<file path="src/rtl/rmii_pkg.sv">
// Shared types and constants for the RMII receive framer.
//   state_e      framer FSM states
//   DIBIT_*      preamble / SFD-tail dibit codes
//   DIV10        10 Mb/s sample divider
//   CRC_*        CRC-32 polynomial and good-frame residue, plus a 1-bit step helper
package rmii_pkg;

  typedef enum logic [1:0] {
    ST_IDLE = 2'd0,
    ST_PRE  = 2'd1,
    ST_DATA = 2'd2,
    ST_DISC = 2'd3
  } state_e;

  localparam logic [1:0]  DIBIT_PRE   = 2'b01;
  localparam logic [1:0]  DIBIT_SFD   = 2'b11;
  localparam int unsigned DIV10       = 10;
  localparam logic [31:0] CRC_POLY    = 32'h04C11DB7;
  localparam logic [31:0] CRC_RESIDUE = 32'hC704DD7B;

  // One serial CRC-32 step, bits taken in wire order.
  function automatic logic [31:0] crc_step(input logic [31:0] c, input logic b);
    return {c[30:0], 1'b0} ^ ((c[31] ^ b) ? CRC_POLY : 32'h0);
  endfunction

endpackage

</file>
<file path="src/rtl/rmii_crc32_dibit.sv">
// CRC-32 engine advancing two bits (one RMII dibit, bit0 first) per enabled cycle.
// Ports: rmii_refclk/rst_l clock and async active-low reset; init preloads all-ones
// (wins over en); en consumes din; crc is the running register (no final inversion).
module rmii_crc32_dibit
  import rmii_pkg::*;
(
  input  logic        rmii_refclk,
  input  logic        rst_l,
  input  logic        init,
  input  logic        en,
  input  logic [1:0]  din,
  output logic [31:0] crc
);

  logic [31:0] crc_q, crc_d;

  always_comb begin
    crc_d = crc_q;
    if (init) begin
      crc_d = '1;
    end else if (en) begin
      crc_d = crc_step(crc_step(crc_q, din[0]), din[1]);
    end
  end

  always_ff @(posedge rmii_refclk or negedge rst_l) begin
    if (!rst_l) crc_q <= '1;
    else        crc_q <= crc_d;
  end

  assign crc = crc_q;

endmodule

</file>
<file path="src/rtl/rmii_rx_framer.sv">
// RMII receive framer: samples crs_dv/rxd/rx_er, strips preamble/SFD, packs dibits
// LSB-first into OUT_W-bit words and queues {data,last,err} for a valid/ready sink.
// Ports: rmii_refclk, rst_l (async active-low), speed_10, rmii_crs_dv, rmii_rxd,
//   rmii_rx_er in; m_data/m_valid/m_last/m_err out with m_ready in; busy;
//   frm_cnt (good frames delivered), drop_cnt (errored or discarded frames).
// Build option: RMII_RX_FCS_CHECK_EN adds a CRC-32 residue check into m_err.
module rmii_rx_framer
  import rmii_pkg::*;
#(
  parameter int unsigned OUT_W      = 8,
  parameter int unsigned FIFO_DEPTH = 16,
  parameter int unsigned CNT_W      = 16
) (
  input  logic             rmii_refclk,
  input  logic             rst_l,
  input  logic             speed_10,
  input  logic             rmii_crs_dv,
  input  logic [1:0]       rmii_rxd,
  input  logic             rmii_rx_er,
  output logic [OUT_W-1:0] m_data,
  output logic             m_valid,
  input  logic             m_ready,
  output logic             m_last,
  output logic             m_err,
  output logic             busy,
  output logic [CNT_W-1:0] frm_cnt,
  output logic [CNT_W-1:0] drop_cnt
);

  localparam int unsigned DIBITS = OUT_W / 2;
  localparam int unsigned DC_W   = (DIBITS > 1) ? $clog2(DIBITS) : 1;
  localparam int unsigned AW     = $clog2(FIFO_DEPTH);
  localparam int unsigned PW     = AW + 1;
  localparam int unsigned EW     = OUT_W + 2;

  state_e state_q, state_d;

  logic [3:0]       div_q, div_d, div_cur_c;
  logic             crs_prev_q, crs_prev_d;
  logic             pv_q, pv_d, pcrs_q, pcrs_d;
  logic [1:0]       pd_q, pd_d;
  logic [OUT_W-1:0] sh_q, sh_d, word_new_c;
  logic [DC_W-1:0]  dcnt_q, dcnt_d;
  logic             stg_v_q, stg_v_d, ferr_q, ferr_d, eop_v_q, eop_v_d;
  logic [OUT_W-1:0] stg_data_q, stg_data_d, eop_data_q, eop_data_d;
  logic [PW-1:0]    wr_ptr_q, wr_ptr_d, rd_ptr_q, rd_ptr_d;
  logic [CNT_W-1:0] frm_cnt_q, frm_cnt_d, drop_cnt_q, drop_cnt_d;
  logic [EW-1:0]    mem_q [FIFO_DEPTH];
  logic [EW-1:0]    head_c, push_entry_c;

  logic strobe_c, sfd_c, eof_c, commit_c, crc_bad_c, err_fin_c;
  logic full_c, pop_c, space_c, push_c, wr_en_c, drop_fsm_c, pop_last_c;

  // Sample strobe: every clock at 100M; at 10M phase 0 of a divider re-aligned on carrier rise.
  always_comb begin
    crs_prev_d = rmii_crs_dv;
    div_cur_c  = (rmii_crs_dv && !crs_prev_q) ? 4'd0 : div_q;
    strobe_c   = !speed_10 || (div_cur_c == 4'd0);
    div_d      = (div_cur_c == 4'(DIV10 - 1)) ? 4'd0 : div_cur_c + 4'd1;
  end

  // A dibit sampled with crs_dv=0 is held one sample: it becomes data only if carrier returns.
  assign sfd_c    = rmii_crs_dv && (rmii_rxd == DIBIT_SFD);
  assign eof_c    = strobe_c && (state_q == ST_DATA) && !rmii_crs_dv && pv_q && !pcrs_q;
  assign commit_c = strobe_c && (state_q == ST_DATA) && !eof_c && pv_q;

`ifdef RMII_RX_FCS_CHECK_EN
  logic        crc_init_c;
  logic [31:0] crc_c;

  assign crc_init_c = strobe_c && (state_q == ST_PRE) && sfd_c;

  rmii_crc32_dibit u_crc (
    .rmii_refclk (rmii_refclk),
    .rst_l       (rst_l),
    .init        (crc_init_c),
    .en          (commit_c),
    .din         (pd_q),
    .crc         (crc_c)
  );

  assign crc_bad_c = (crc_c != CRC_RESIDUE);
`else
  assign crc_bad_c = 1'b0;
`endif

  // FIFO status; a same-cycle pop frees the slot for a push.
  assign full_c  = (wr_ptr_q[AW] != rd_ptr_q[AW]) && (wr_ptr_q[AW-1:0] == rd_ptr_q[AW-1:0]);
  assign m_valid = (wr_ptr_q != rd_ptr_q);
  assign head_c  = mem_q[rd_ptr_q[AW-1:0]];
  assign pop_c   = m_valid && m_ready;
  assign space_c = !full_c || pop_c;
  assign wr_en_c = push_c && space_c;

  assign m_data = m_valid ? head_c[EW-1:2] : '0;
  assign m_last = m_valid && head_c[1];
  assign m_err  = m_valid && head_c[0];
  assign busy   = (state_q != ST_IDLE);

  // State register.
  always_ff @(posedge rmii_refclk or negedge rst_l) begin
    if (!rst_l) state_q <= ST_IDLE;
    else        state_q <= state_d;
  end

  // Next state; only moves on a sample strobe.
  always_comb begin
    state_d = state_q;
    if (strobe_c) begin
      unique case (state_q)
        ST_IDLE: if (rmii_crs_dv) state_d = eop_v_q ? ST_DISC : ST_PRE;
        ST_PRE: begin
          if (!rmii_crs_dv)                                      state_d = ST_IDLE;
          else if (sfd_c)                                        state_d = ST_DATA;
          else if ((rmii_rxd != DIBIT_PRE) && (rmii_rxd != 2'b00)) state_d = ST_DISC;
        end
        ST_DATA: if (eof_c) state_d = ST_IDLE;
        ST_DISC: if (!rmii_crs_dv && !pcrs_q) state_d = ST_IDLE;
        default: state_d = ST_IDLE;
      endcase
    end
  end

  // Datapath: dibit packing, one-word staging (to know m_last), EOP hold, FIFO push requests.
  always_comb begin
    pv_d         = pv_q;
    pcrs_d       = pcrs_q;
    pd_d         = pd_q;
    sh_d         = sh_q;
    dcnt_d       = dcnt_q;
    stg_v_d      = stg_v_q;
    stg_data_d   = stg_data_q;
    ferr_d       = ferr_q;
    eop_v_d      = eop_v_q;
    eop_data_d   = eop_data_q;
    push_c       = 1'b0;
    push_entry_c = '0;
    drop_fsm_c   = 1'b0;
    word_new_c   = (sh_q >> 2) | (OUT_W'(pd_q) << (OUT_W - 2));
    err_fin_c    = ferr_q || (dcnt_q != '0) || crc_bad_c;

    // Held final word drains as soon as a slot exists; no frame is in DATA meanwhile.
    if (eop_v_q && space_c) begin
      push_c       = 1'b1;
      push_entry_c = {eop_data_q, 2'b11};
      eop_v_d      = 1'b0;
    end

    if (strobe_c) begin
      unique case (state_q)
        ST_IDLE: pcrs_d = 1'b1;
        ST_PRE: begin
          pcrs_d = 1'b1;
          if (sfd_c) begin
            pv_d    = 1'b0;
            dcnt_d  = '0;
            stg_v_d = 1'b0;
            ferr_d  = 1'b0;
          end
        end
        ST_DATA: begin
          if (eof_c) begin
            pv_d    = 1'b0;
            stg_v_d = 1'b0;
            if (stg_v_q) begin
              push_c       = 1'b1;
              push_entry_c = {stg_data_q, 1'b1, err_fin_c};
              if (!space_c) begin
                eop_v_d    = 1'b1;
                eop_data_d = stg_data_q;
              end
            end else begin
              drop_fsm_c = 1'b1;
            end
          end else begin
            if (rmii_rx_er) ferr_d = 1'b1;
            if (commit_c) begin
              sh_d = word_new_c;
              if (dcnt_q == DC_W'(DIBITS - 1)) begin
                dcnt_d     = '0;
                stg_v_d    = 1'b1;
                stg_data_d = word_new_c;
                if (stg_v_q) begin
                  push_c       = 1'b1;
                  push_entry_c = {stg_data_q, 2'b00};
                  if (!space_c) ferr_d = 1'b1;
                end
              end else begin
                dcnt_d = dcnt_q + DC_W'(1);
              end
            end
            pv_d   = 1'b1;
            pd_d   = rmii_rxd;
            pcrs_d = rmii_crs_dv;
          end
        end
        ST_DISC: begin
          pcrs_d = rmii_crs_dv;
          if (!rmii_crs_dv && !pcrs_q) drop_fsm_c = 1'b1;
        end
        default: ;
      endcase
    end
  end

  // Pointers and frame statistics.
  always_comb begin
    pop_last_c = pop_c && head_c[1];
    wr_ptr_d   = wr_ptr_q + PW'(wr_en_c);
    rd_ptr_d   = rd_ptr_q + PW'(pop_c);
    frm_cnt_d  = frm_cnt_q + CNT_W'(pop_last_c && !head_c[0]);
    drop_cnt_d = drop_cnt_q + CNT_W'(pop_last_c && head_c[0]) + CNT_W'(drop_fsm_c);
  end

  always_ff @(posedge rmii_refclk or negedge rst_l) begin
    if (!rst_l) begin
      div_q      <= '0;
      crs_prev_q <= 1'b0;
      pv_q       <= 1'b0;
      pcrs_q     <= 1'b0;
      pd_q       <= '0;
      sh_q       <= '0;
      dcnt_q     <= '0;
      stg_v_q    <= 1'b0;
      stg_data_q <= '0;
      ferr_q     <= 1'b0;
      eop_v_q    <= 1'b0;
      eop_data_q <= '0;
      wr_ptr_q   <= '0;
      rd_ptr_q   <= '0;
      frm_cnt_q  <= '0;
      drop_cnt_q <= '0;
    end else begin
      div_q      <= div_d;
      crs_prev_q <= crs_prev_d;
      pv_q       <= pv_d;
      pcrs_q     <= pcrs_d;
      pd_q       <= pd_d;
      sh_q       <= sh_d;
      dcnt_q     <= dcnt_d;
      stg_v_q    <= stg_v_d;
      stg_data_q <= stg_data_d;
      ferr_q     <= ferr_d;
      eop_v_q    <= eop_v_d;
      eop_data_q <= eop_data_d;
      wr_ptr_q   <= wr_ptr_d;
      rd_ptr_q   <= rd_ptr_d;
      frm_cnt_q  <= frm_cnt_d;
      drop_cnt_q <= drop_cnt_d;
    end
  end

  // Storage array; contents are don't-care until written.
  always_ff @(posedge rmii_refclk) begin
    if (wr_en_c) mem_q[wr_ptr_q[AW-1:0]] <= push_entry_c;
  end

  assign frm_cnt  = frm_cnt_q;
  assign drop_cnt = drop_cnt_q;

endmodule
</file>
<file path="config.mk">
export PLATFORM = sky130hd
export DESIGN_NAME = rmii_rx_framer
export DESIGN_NICKNAME = d
export VERILOG_FILES = /design/src/rtl/rmii_pkg.sv /design/src/rtl/rmii_crc32_dibit.sv /design/src/rtl/rmii_rx_framer.sv
export SDC_FILE = /design/constraint.sdc
export NUM_CORES = 1
export LEC_CHECK = 0
export CAP_MARGIN = 25
export CORE_UTILIZATION = 33
export DETAILED_ROUTE_END_ITERATION = 7
export GPL_TIMING_DRIVEN = 0
export SLEW_MARGIN = 20
export SYNTH_ARGS = -nofsm -noshare
export SYNTH_HDL_FRONTEND = slang
export SYNTH_SLANG_ARGS = --single-unit
</file>
<file path="constraint.sdc">
create_clock -name rmii_refclk -period 10.64 [get_ports rmii_refclk]
set_clock_uncertainty 0.1 [all_clocks]
set_input_delay 2.128 -clock rmii_refclk [delete_from_list [all_inputs] [get_ports rmii_refclk]]
set_output_delay 2.128 -clock rmii_refclk [all_outputs]
set_load 0.03 [all_outputs]
</file>
Word-level counts from Yosys, hierarchy flattened
Memory sizes are Yosys's and may differ from the RTL's.
Cells that the tools add are included.
Storage, ports and cells
  memory bits (writable): 160
  word-level logic and storage cells: 153
  output and inout port bits: 44
  bits in registers: 82
  memories: 1
  bits of input ports: 8
Memory list
  mem_q: words 16, width 10, read ports 1, clocked after memory_dff 0, write ports 1, RTL line rmii_rx_framer.sv:48  | logic [EW-1:0] mem_q [FIFO_DEPTH];
Cells by class
  reduce and logical (&&, ||, !) cells: 46
  equality and inequality tests: 19
  multiplexer cells: 60
  bitwise operators: 3
  $add $sub $neg: 7
Operators with widths (number)
  $mux 10: 8
  $add 16x1->16: 3
  $mux 1: 31
  $reduce_and 5->1: 5
  $mux 2: 11
  $logic_and 1x1->1: 19
  $ne 2x2->1 const B: 6
  $add 5x1->5: 2
  $eq 2x2->1 const B: 4
  $mux 4: 2
  $mux 8: 1
  $or 6x8->8: 1
  $pmux 1 s2: 4
  $pmux 2 s4: 1
  $reduce_and 4->1: 2
  $reduce_bool 2->1: 4
  $logic_not 1->1: 7
  $reduce_and 3->1: 2
  $ne 5x5->1: 1
  $add 4x1->4 const B: 1
  $eq 4x4->1: 1
  $eq 4x4->1 const B: 1
  $logic_not 4->1: 1
  $ne 4x4->1 const B: 1
  13 further kinds: 16

Logic depth before layout (Yosys ltp)
  word-level depth: 19
  depth in mapped cells: 11
  gate-level depth less buffers: 9

Least setup slack after synthesis
OpenSTA, ideal clock, no wires.
  path kind: input-to-reg
  start point: input rmii_crs_dv
  end point: memory mem_q[10][0] (netlist bit), enable pin
  data required time: 10.136 ns
  arrival time: 4.341 ns
  library setup time: 0.404 ns
  slack: 5.795 ns
  stages on the path: 6
  buffers on the path: 2
  cells stage by stage: clkbuf_1 > nand2b_1 > a311oi_4 > a21oi_2 > buf_6 > nor4_1
Between the ends
  word-level cells in the longest chain between the ends: 18
  elaborated cells on any way between the ends: 19
  classes of those cells: mux: 7; reduce/logical: 12
RTL lines
  start, declared: RTL line rmii_rx_framer.sv:17  | input logic rmii_crs_dv,
  $logic_and 1x1->1: RTL line rmii_rx_framer.sv:57  | div_cur_c = (rmii_crs_dv && !crs_prev_q) ? 4'd0 : div_q;
  $mux 4: RTL line rmii_rx_framer.sv:57
  $logic_not 4->1: RTL line rmii_rx_framer.sv:58  | strobe_c = !speed_10 || (div_cur_c == 4'd0);
  $logic_or 1x1->1: RTL line rmii_rx_framer.sv:58
  $logic_and 1x1->1: RTL line rmii_rx_framer.sv:64, rmii_rx_framer.sv:65
  $logic_and 1x1->1 (3 in series): RTL line rmii_rx_framer.sv:64  | assign eof_c = strobe_c && (state_q == ST_DATA) && !rmii_crs_dv && pv_q && !pcrs_q;
  $logic_not 1->1: RTL line rmii_rx_framer.sv:65  | assign commit_c = strobe_c && (state_q == ST_DATA) && !eof_c && pv_q;
  $logic_and 1x1->1 (2 in series): RTL line rmii_rx_framer.sv:65
  $mux 1: RTL line rmii_rx_framer.sv:177  | if (commit_c) begin
  $mux 1: RTL line rmii_rx_framer.sv:162  | if (eof_c) begin
  $mux 1: RTL line rmii_rx_framer.sv:150  | unique case (state_q)
  $mux 1 *: RTL line rmii_rx_framer.sv:149  | if (strobe_c) begin
  $logic_and 1x1->1 *: RTL line rmii_rx_framer.sv:93  | assign wr_en_c = push_c && space_c;
  $mux 1 *: RTL line rmii_rx_framer.sv:255  | if (wr_en_c) mem_q[wr_ptr_q[AW-1:0]] <= push_entry_c;
  $mux 1 (not written as such) *: RTL line rmii_rx_framer.sv:255
  end, declared: RTL line rmii_rx_framer.sv:48
Every way passes the cells marked *; elsewhere a longest branch is shown, timed or not.

Final worst setup path
  start point: register rd_ptr_q[1]
  end point: output m_data[5]
Between the ends
  word-level cells in the longest chain between the ends: 2
  elaborated cells on any way between the ends: 3
  classes of those cells: eq/ne: 1; mux: 1; memory: 1
RTL lines
  start, declared: RTL line rmii_rx_framer.sv:46  | logic [PW-1:0] wr_ptr_q, wr_ptr_d, rd_ptr_q, rd_ptr_d;
  start signal, assigned: RTL line rmii_rx_framer.sv:247  | rd_ptr_q <= rd_ptr_d;
  $mem_v2 16x10 / $ne 5x5->1 (equally long branches)
  $mux 8 *: RTL line rmii_rx_framer.sv:95  | assign m_data = m_valid ? head_c[EW-1:2] : '0;
  end, declared: RTL line rmii_rx_framer.sv:20  | output logic [OUT_W-1:0] m_data,
Marked as above.

==> flow_metrics.env <==
export IMPL_status="finished clean"
export IMPL_grt_antenna_before_repair=0
export IMPL_max_freq_mhz=161.9
export IMPL_routabilityCongestion=0.8020
export IMPL_num_vias=5374
export IMPL_synthTopCellsByArea="edfxtp_1 (49%), dfrtp_1 (20%), mux4_2 (11%)"
export IMPL_std_cell_rows=62
export IMPL_cpPeakStageDelay_ps=920
export IMPL_drtPass1Iterations=4
export IMPL_synth_xor_area_share_pct=3.544
export IMPL_fin_area_um2=11990
export IMPL_cts_setup_buffers=0
export IMPL_powerDensity_nw_per_um2=219.0
export IMPL_synth_cell_types=52
export IMPL_drt_wl_total_um=20950
export IMPL_min_period_over_period_pct=58.03
export IMPL_yosysTopAreaCellShare_pct=48.61
export IMPL_syn_inst=566
export IMPL_yosysTopAreaCell="edfxtp_1"
export IMPL_synth_simple_area_share_pct=7.127
export IMPL_setup_violations=0
export IMPL_cts_buffers_inserted=25
export IMPL_avgSynthCellArea_um2=17.46
export IMPL_cap_violations=0
export IMPL_io_buffers=51
export IMPL_root_buffer="clkbuf_16"
export IMPL_synthTopCellsByCount="edfxtp_1 (160), dfrtp_1 (80), mux4_2 (49), mux2_2 (26), xnor2_1 (22)"
export IMPL_rsz0062_at_grt="no"
export IMPL_cts_hold_buffers=0
export IMPL_clockBufferDepth=3
export IMPL_cp_end_kind="primary output"
export IMPL_synth_seq_cells=240
export IMPL_synth_edf_count=160
export IMPL_hpwl_um=15030
export IMPL_yosysMostFrequentCell="edfxtp_1"
export IMPL_synthFlopType="edfxtp_1"
export IMPL_ff2ff_path_depth=9
export IMPL_clkTransAtPathRegs_ps=60
export IMPL_slew_headroom_pct=28.16
export IMPL_cp_num_buf_inv=3
export IMPL_ys_seq_area_share_pct=68.86
export IMPL_critical_path_top_delay_family="buffers and inverters"
export IMPL_drc=0
export IMPL_vias_per_cell=4.994
export IMPL_fin_nets=692
export IMPL_drt_iter0_drc=421
export IMPL_layout_drive_gt1_share_pct=26.30
export IMPL_path_depth=7
export IMPL_grt_max_degree=43
export IMPL_vdd_drop_max_v=0.0001404
export IMPL_synthAdderAreaFrac_pct=1.342
export IMPL_area_delta_synth_final_pct=21.32
export IMPL_synth_async_sr_flop_share_pct=33.33
export IMPL_required_ps=8410
export IMPL_cp_max_fo=10
export IMPL_grt_overflow=0
export IMPL_drv_slew=0
export IMPL_die_area_um2=30650
export IMPL_antenna_left=0
export IMPL_ctsResizeCount=0
export IMPL_cp_slowest_cell="nor4_1"
export IMPL_clock_sinks=240
export IMPL_grt_usage_pct=14.37
export IMPL_die_w_um=175.1
export IMPL_grt_pass1_wl_um=33820
export IMPL_cts_tree="done"
export IMPL_hold_violations=0
export IMPL_grt_pass1_vias=5775
export IMPL_clock_latency_ps=520
export IMPL_synth_top_family_by_area="multiplexers"
export IMPL_worst_pin_slew_ps=1068
export IMPL_synth_compound_area_share_pct=3.266
export IMPL_cpMostUsedCell="clkbuf_1"
export IMPL_critPathLaunchType="flop"
export IMPL_io_pins=52
export IMPL_placedInstanceArea_um2=11140
export IMPL_arrival_ps=3950
export IMPL_synth_area_mux_share_pct=14.33
export IMPL_floorplan_initialDensity_pct=33.98
export IMPL_ys_warn_count=0
export IMPL_diodes=0
export IMPL_leakagePower_nw=4.129
export IMPL_core_area_um2=29090
export IMPL_cts_htree_levels=1
export IMPL_setup_tns_ps=0
export IMPL_hp_class="reg -> reg"
export IMPL_crit_chain="clkbuf_1 > xor2_1 > nor4_1 > and2_1 > clkbuf_1 > nor2b_1 > clkdlybuf4s50_1"
export IMPL_mappedNetlistArea_um2=9884
export IMPL_fin_crit_ps=6175
export IMPL_routedWlPerCell_um=19.47
export IMPL_crit_type="reg -> out"
export IMPL_syn_nets=584
export IMPL_holdPathStages=1
export IMPL_die_h_um=175.1
## registers in the layout, summed over array words and instances (netlist names), 2 cells and up
register,cells
mem_q,160
state_q,2
frm_cnt,16
dcnt_q,2
pd_q,2
stg_data_q,8
rd_ptr_q,5
eop_data_q,8
sh_q,6
drop_cnt,16
wr_ptr_q,5
div_q,4
## worst paths after layout
kind,start,to,slack [ps]
worst min register to register,frm_cnt[15],frm_cnt[15],380
worst max-delay path,rd_ptr_q[1],m_data[5],4470
min in group asynchronous,rst_l,drop_cnt[15],1490
max in group asynchronous,rst_l,eop_v_q,8350
worst min-delay path,frm_cnt[15],frm_cnt[15],380
worst max register to register,rd_ptr_q[3],drop_cnt[14],6090
## routing by layer
| metal | vias to the layer above | global-route usage (%) | part of all wire, % |
|---|---|---|---|
| li1 | 2426 | - | - |
| met1 | 2767 | 19.20 | 42 |
| met2 | 154 | 23.88 | 49 |
| met3 | 27 | 3.133 | 6.9 |
| met4 | 0 | 3.370 | 1.7 |
| met5 | - | 0 | 0 |
## worst reg2reg max path, delay by kind of cell (launching register included)
family,cells,cell delay [ps]
muxes,1,380
buffers and inverters,2,1230
and+or+nand+nor,3,1490
xor gates and xnor gates,1,180
DFF,1,400
adders and majority gates,2,690
## where the power goes
group | internal, mW | total (mW) | switching (mW) | leakage (nW)
Combinational | 0.264 | 0.609 | 0.344 | 1.42
Sequential | 1.06 | 1.13 | 0.0670 | 2.30
Clock | 0.527 | 0.888 | 0.361 | 0.404
Total | 1.85 | 2.63 | 0.772 | 4.13
## layout by cell type (no fill, tap or decap), types with 5 or more instances in the layout
cell,Yosys,routed
inv_1,11,11
clkbuf_1,14,14
a21oi_1,5,5
ha_1,9,9
edfxtp_1,160,160
a22o_1,10,10
buf_2,7,31
nor2b_1,11,11
xnor2_1,22,22
nand2b_1,10,10
nor4_1,21,5
clkdlybuf4s50_1,0,50
nor2_1,13,13
dfrtp_1,80,80
clkbuf_16,0,25
clkinv_2,0,6
xor2_1,18,18
buf_4,0,5
mux2_2,26,26
mux4_2,49,49
nand2_1,19,19
nor4_2,0,16
nand3_1,20,20
## cells by family (layout without fill, tap and decap cells)
family,Yosys count,count (layout)
XOR/XNOR,40,40
adder cells (fa/ha/maj),10,10
AO/OA/AOI/OAI,39,39
buffers and inverters,36,162
AND/OR/NAND/NOR,124,124
multiplexers,77,77
flip-flops,240,240
## stage by stage
| stage | std cells | setup WS, ps | hold slack (ps) | total power, mW | utilization [%] |
|---|---|---|---|---|---|
| after CTS | 1074 | 4441 | 390.6 | 2.664 | 41.18 |
| after detailed placement | 1029 | 5007 | 376.3 | 1.764 | 38.30 |
| final | 1076 | 4465 | 380.9 | 2.626 | 41.22 |
| after global placement | 1001 | 3741 | 361.2 | 1.738 | 37.38 |
| after floorplan | 566 | 5795 | 365.3 | 1.557 | - |
| after global routing | 1076 | 4296 | 400.8 | 2.759 | 41.22 |
## layout make-up
type,instances,area (um^2)
sequential,240,6807
multi-input combinational,290,3032
timing repair buffer,81,683.2
buffer,25,110.1
inverter,11,41.29
tap,384,480.5
clock buffer,25,625.6
clock inverter,20,212.7
fill,2587,17100
Power figures use the tool's default switching activity.
